`config.mk`:
```
export PLATFORM = sky130hd
export DESIGN_NAME = ov_write
export DESIGN_NICKNAME = d
export VERILOG_FILES = /design/src/rtl/ov_pkg.sv /design/src/rtl/sync_edge.sv /design/src/rtl/ov_write.sv
export SDC_FILE = /design/constraint.sdc
export NUM_CORES = 1
export LEC_CHECK = 0
export ABC_AREA = 0
export BUFFER_PORTS_ARGS = -buffer_cell sky130_fd_sc_hd__clkbuf_2
export CAP_MARGIN = 20
export CORE_MARGIN = 2
export CORE_UTILIZATION = 57
export DETAILED_ROUTE_END_ITERATION = 7
export GPL_ROUTABILITY_DRIVEN = 0
export PLACE_DENSITY = 0.78
export SYNTH_ARGS = -nofsm -noshare
export SYNTH_HDL_FRONTEND = slang
export SYNTH_SLANG_ARGS = --single-unit
```
`constraint.sdc`:
```
create_clock -name clk_25MHz -period 2.7 [get_ports clk_25MHz]
set_clock_uncertainty 0.15 [all_clocks]
set_input_delay 0.54 -clock clk_25MHz [delete_from_list [all_inputs] [get_ports clk_25MHz]]
set_output_delay 0.54 -clock clk_25MHz [all_outputs]
set_load 0.01 [all_outputs]
```
`src/rtl/ov_pkg.sv`:
```
// rtl/ov_pkg.sv - shared types and constants for the OV7670 FIFO write/read engines
package ov_pkg;

  typedef enum logic [2:0] {
    ST_IDLE    = 3'd0,
    ST_ARM     = 3'd1,
    ST_WRST    = 3'd2,
    ST_WAIT_VS = 3'd3,
    ST_CAPTURE = 3'd4,
    ST_HANDOFF = 3'd5,
    ST_DRAIN   = 3'd6
  } ov_state_t;

  localparam int FRAME_LINES_QVGA = 240;
  localparam int WRST_CYCLES_DEF  = 8;
  localparam int FRAME_BYTES_QVGA = 153600;

endpackage

```
`src/rtl/sync_edge.sv`:
```
// rtl/sync_edge.sv - 2-flop synchronizer with registered rise/fall pulses
module sync_edge (
  input  logic i_clk,
  input  logic i_rst_n,
  input  logic i_async,
  output logic o_rise,
  output logic o_fall
);

  logic r_meta;
  logic r_sync;
  logic r_prev;
  logic r_rise;
  logic r_fall;

  // synchronize the pin, then compare against the previous synced level
  always_ff @(posedge i_clk) begin
    if (!i_rst_n) begin
      r_meta <= 1'b0;
      r_sync <= 1'b0;
      r_prev <= 1'b0;
      r_rise <= 1'b0;
      r_fall <= 1'b0;
    end else begin
      r_meta <= i_async;
      r_sync <= r_meta;
      r_prev <= r_sync;
      r_rise <= r_sync & ~r_prev;
      r_fall <= ~r_sync & r_prev;
    end
  end

  assign o_rise = r_rise;
  assign o_fall = r_fall;

endmodule

```
`src/rtl/ov_write.sv`:
```
// rtl/ov_write.sv - camera-side FIFO write controller with frame handoff to the reader
module ov_write
  import ov_pkg::*;
#(
  parameter int FRAME_LINES = FRAME_LINES_QVGA,
  parameter int WRST_CYCLES = WRST_CYCLES_DEF,
  parameter int LINE_W      = 9
) (
  input  logic              clk_25MHz,
  input  logic              rst_n,
  input  logic              initialized,
  input  logic              vsync,
  input  logic              href,
  output logic              wen,
  output logic              wrst,
  output logic              new_frame,
  input  logic              frame_read,
  output logic              frame_error,
  output logic [LINE_W-1:0] line_count
);

  localparam int HOLD_W = $clog2(WRST_CYCLES + 1);

  logic w_vs_rise;
  logic w_vs_fall;
  logic w_href_rise;
  logic w_href_fall_unused;

  ov_state_t         r_state;
  logic [HOLD_W-1:0] r_hold;
  logic [LINE_W-1:0] r_lines;
  logic              r_wen;
  logic              r_wrst;
  logic              r_new_frame;
  logic              r_frame_error;
  logic [LINE_W-1:0] r_line_count;

  sync_edge u_vs_sync (
    .i_clk   (clk_25MHz),
    .i_rst_n (rst_n),
    .i_async (vsync),
    .o_rise  (w_vs_rise),
    .o_fall  (w_vs_fall)
  );

  sync_edge u_href_sync (
    .i_clk   (clk_25MHz),
    .i_rst_n (rst_n),
    .i_async (href),
    .o_rise  (w_href_rise),
    .o_fall  (w_href_fall_unused)
  );

  // frame FSM: arm, reset the write pointer, capture one frame, hand it to the reader
  always_ff @(posedge clk_25MHz) begin
    if (!rst_n) begin
      r_state       <= ST_IDLE;
      r_hold        <= '0;
      r_lines       <= '0;
      r_wen         <= 1'b0;
      r_wrst        <= 1'b1;
      r_new_frame   <= 1'b0;
      r_frame_error <= 1'b0;
      r_line_count  <= '0;
    end else begin
      r_frame_error <= 1'b0;
      if (!initialized) begin
        // losing the sensor config abandons whatever is in flight; the last count is kept
        r_state     <= ST_IDLE;
        r_wen       <= 1'b0;
        r_wrst      <= 1'b1;
        r_new_frame <= 1'b0;
      end else begin
        case (r_state)
          ST_IDLE: begin
            r_wen   <= 1'b0;
            r_wrst  <= 1'b1;
            r_state <= ST_ARM;
          end
          ST_ARM: begin
            if (w_vs_rise) begin
              r_wrst  <= 1'b0;
              r_hold  <= HOLD_W'(WRST_CYCLES - 1);
              r_state <= ST_WRST;
            end
          end
          ST_WRST: begin
            if (r_hold == '0) begin
              r_wrst  <= 1'b1;
              r_state <= ST_WAIT_VS;
            end else begin
              r_hold <= r_hold - HOLD_W'(1);
            end
          end
          ST_WAIT_VS: begin
            if (w_vs_fall) begin
              r_wen   <= 1'b1;
              r_lines <= '0;
              r_state <= ST_CAPTURE;
            end
          end
          ST_CAPTURE: begin
            if (w_vs_rise) begin
              r_wen        <= 1'b0;
              r_line_count <= r_lines;
              if (r_lines == LINE_W'(FRAME_LINES)) begin
                r_new_frame <= 1'b1;
                r_state     <= ST_HANDOFF;
              end else begin
                // this VSYNC edge doubles as the arming edge for the retry
                r_frame_error <= 1'b1;
                r_wrst        <= 1'b0;
                r_hold        <= HOLD_W'(WRST_CYCLES - 1);
                r_state       <= ST_WRST;
              end
            end else if (w_href_rise && (r_lines != '1)) begin
              r_lines <= r_lines + LINE_W'(1);
            end
          end
          ST_HANDOFF: begin
            if (!frame_read) begin
              r_new_frame <= 1'b0;
              r_state     <= ST_DRAIN;
            end
          end
          ST_DRAIN: begin
            if (frame_read) begin
              r_state <= ST_ARM;
            end
          end
          default: begin
            r_state <= ST_IDLE;
          end
        endcase
      end
    end
  end

  assign wen         = r_wen;
  assign wrst        = r_wrst;
  assign new_frame   = r_new_frame;
  assign frame_error = r_frame_error;
  assign line_count  = r_line_count;

endmodule

```
* Word level (Yosys, flattened, before mapping)
Index checks and enable logic that the tools add are counted.
Operators by class: bitwise gates (word level) 6, $add $sub $neg 2, reductions and logical operators 17, equal/unequal tests 19, multiplexer cells 29
Operator list (count):
- $mux W9 | 3
- $mux W3 | 7
- $pmux W3 S7 | 1
- $pmux W9 S2 | 1
- $mux W4 | 4
- $ne A2 B2 Y1 const B | 8
- $pmux W4 S3 | 1
- $reduce_and A6 Y1 | 2
- $reduce_and A5 Y1 | 2
- $add A9 B1 Y9 const B | 1
- $eq A3 B3 Y1 const B | 3
- $eq A9 B8 Y1 const B | 1
- $mux W1 | 9
- $ne A9 B9 Y1 const B | 1
- $reduce_and A4 Y1 | 2
- $eq A3 B2 Y1 const B | 2
- $ne A2 B1 Y1 const B | 3
- $reduce_and A3 Y1 | 2
- $reduce_bool A3 Y1 | 2
- $logic_not A4 Y1 | 1
- $pmux W1 S4 | 1
- $reduce_bool A2 Y1 | 2
- $reduce_bool A4 Y1 | 1
- $sub A4 B1 Y4 const B | 1
- 8 further kinds | 12
Word-level totals: bits of input ports 6, logic and storage cells 90, bits in registers 38, output and inout port bits 13

* Logic depth before layout (Yosys ltp)
word-level depth 5, gate-level depth with buffers 9, depth with buffers taken out 8

* By module
From an unflattened synthesis, not the netlist that was laid out.
Unflattened totals: cell total of the unflattened synthesis 197, area, all modules 1824.2 µm²
By module, submodules not included:
- ov_write | times used 1, sequential area each 580.6 µm², area each 1544.0 µm², cells an instance 177
- sync_edge | times used 2, sequential area each 100.1 µm², area each 140.1 µm², cells an instance 10

* Least setup slack after synthesis
Ideal clock, no wire load.
path type register -> register, from register r_lines[0], to register r_lines[7], arrival time 1844 ps, setup time 71 ps, stages on the path, launching flop included 10, slack 635 ps, clock period less this slack 2065 ps, buffers on the path 1, required time 2479 ps, cells stage by stage dfxtp_1 -> ha_1 -> nand3_1 -> nor2_1 -> ha_1 -> nor2b_1 -> o221ai_1 -> buf_2 -> or3_1 -> a21oi_1
Between the ends: cells in the longest elaborated chain, start to end 4, elaborated cells between the ends (all ways) 8, classes of those cells add/sub: 1; eq/ne: 2; mux: 3; reduce/logical: 2
Ends and longest elaborated chain:
- start: declaration | RTL line ov_write.sv:31 | logic [LINE_W-1:0] r_lines;
- start signal: assignment | RTL line ov_write.sv:117 | r_lines <= r_lines + LINE_W'(1);
- $add A9 B1 Y9 / $ne A9 B9 Y1 (equally long branches) | RTL line ov_write.sv:117, ov_write.sv:116
- $mux W9 / $logic_and A1 B1 Y1 (equally long branches) | RTL line ov_write.sv:116 | end else if (w_href_rise && (r_lines != '1)) begin
- $mux W9 / $ne A2 B2 Y1 (equally long branches)
- $pmux W9 S2 / $reduce_and A5 Y1 (equally long branches)
Several ways; a longest one is shown, not always the timed one. The select of a mux whose other input is x is not followed. A chain may end at the register's enable or synchronous reset.

* Final worst setup path
Ends and elaborated chain as after synthesis.

==> metrics.cfg <==
[outcome]
status = finished clean

[yosys]
ys_ff_latch = 38
synth_area_leaders = dfxtp_1, nand2_1, a21boi_1
synth_top_area_cell = dfxtp_1
ys_types = 46
ys_seq_area_share_pct = 42.0
netlist_instances = 212
syn_area_mm2 = 0.00181
syn_area_per_cell_um2 = 8.53
synth_ff_type = dfxtp_1
syn_nets = 222
synth_warnings = 0
yosysTopAreaCellShare_pct = 42.0
synth-edff-count = 0
synthArstFlopShare_pct = 0

[final_layout]
nets = 236
antennaDiodeCount = 0
fin_cells = 271
final_layout_size_suffix_gt1_share_pct = 15.0
area_growth_pct = 9.06
fin_util_pct = 65.2
nFillCells = 263
final_common_cell = dfxtp_1
final_cell_mix = dfxtp_1, nand2_1, clkbuf_2

[sta]
setup_viol = 0
fin_setup_tns_ns = 0
slew_headroom_pct = 47.8
report.final.slew_viol_count = 0
tightest_slew_ns = 0.784
whs_ns = 0.252
finalCriticalPeriod_ns = 2.41
period_share_pct = 89.2
hold_viol = 0
rsz0062_at_grt = no
fmax_mhz = 415

[die]
fp.dieArea_mm2 = 0.00364
row_count = 20
start_util_pct = 59.8
die_h_um = 60.3
num_io_pins = 19
core_mm2 = 0.00303
die_x_um = 60.3

[clock_tree]
cts.path.max_buffers = 2
cts_tree = done
clock_sinks = 38
cts_htree_levels = 2
root_buffer = clkbuf_4
cts_setup_buffers = 0
cts_resized = 0
path_clk_slew_ns = 0.11
hold_buffers = 0
cts_buffers = 5
clk_latency_ns = 0.34

[worst_setup_path]
cp.required_ns = 2.82
crit_type = register to register
worstSetupEndpointType = register
critical_path_arrival_ns = 2.53
startpoint_type = register
critPathMaxFanout = 11

[placed_design]
port_buffers = 18
post-place-cells = 263
hpwl_mm = 2.72

[global_route]
groute.usage.overall_pct = 22.7
grt_max_degree = 28
antenna_found_initial = 0
grt_overflow = 0
grt_pass1_wl_mm = 6.10
grt_pass1_vias = 1429

[min_path]
hp-class = primary input to register

[power_and_ir_drop]
p_per_area_mw_per_mm2 = 470
p_leak_uw = 0.000742
peakVddDrop_uv = 433

[detailed_routing]
dr.pass1.iters = 4
first_iter_violations = 70
num_vias = 1554
ant_nets = 0
route.detailed.drc = 0
routed_via_density = 5.73
drt-total-wl_mm = 3.64
drt-wirelength-per-cell_um = 13.4

[job]
drv_cap = 0

synth_stat cells, drive strengths merged, types with 2 or more instances:
cell type and instances:
a211oi 3, a21boi 10, a21oi 10, a221oi 2
and2 8, and3 3, and4 2, buf 4
clkbuf 9, dfxtp 38, ha 4, inv 8
mux2i 3, nand2 31, nand3 7, nor2 7
nor2b 8, nor3 5, nor3b 3, nor4 3
nor4bb 2, o21ai 13, o21bai 2, o22ai 2
o31ai 2, or3 6, or3b 2, xnor2 2
kinds of logic after synthesis:
group                    synth area share (%)
flip-flops                               42.0
adder cells (fa/ha/maj)                  2.77
multiplexers                             1.66
buffers and inverters                    4.98
AO/OA/AOI/OAI                            18.3
XOR/XNOR                                0.968
AND/OR/NAND/NOR                          29.3
registers in the layout, indices dropped and copies added (netlist names), 3 cells and up:
register / cells
r_hold: 4
line_count: 9
r_state: 3
r_lines: 9
worst max-delay path: stages (launching register included):
cell and delay [ns]:
dfxtp_1 0.36, ha_1 0.24, nand3_1 0.11, nor2_1 0.06
ha_1 0.17, nor2b_1 0.22, o221ai_1 0.41, or3_1 0.47
a21oi_1 0.15
power by group:
part           leakage [µW]  internal [µW]  switching, µW
logic              0.000401           17.2           21.8
clock network     0.0000343            125            185
registers          0.000308            567           10.0
total              0.000742            709            217
path summary, 6_finish.rpt:
kind	end	slack (ns)	start	cells past startpoint
worst min-delay path	u_href_sync.r_meta	0.25	href	2
worst max register to register	r_lines[7]	0.29	r_lines[0]	8
worst max-delay path	r_lines[7]	0.29	r_lines[0]	8
worst min register to register	u_href_sync.o_rise	0.25	u_href_sync.r_prev	1
area by class of cell:
class / instances / area (µm²) / share of cell area (%)
Multi-Input combinational cell: 153 / 958 / 48.6
Sequential cell: 38 / 761 / 38.6
Timing Repair Buffer: 20 / 105 / 5.33
Tap cell: 44 / 55.1 / 2.79
Clock buffer: 6 / 51.3 / 2.60
Inverter: 8 / 30.0 / 1.52
Clock inverter: 2 / 12.5 / 0.634
through the flow:
stage          cell area, µm²  total power [µW]  setup slack (ns)
2_1_floorplan            1810               618             0.635
6_report                 1970               927             0.292
5_1_grt                  1970               967            0.0970
3_3_place_gp             1910               626             0.413
4_1_cts                  1970               933             0.287
3_5_place_dp             1910               629             0.300
per-layer routing:
metal	vias up	GRT usage, %	share of wire (%)
li1	778	-	-
met1	732	26.6	45
met2	34	37.6	49
met3	10	8.32	4.6
met4	0	9.52	1.7
met5	-	0	0
No activity file was read; power rests on OpenSTA's default activity.
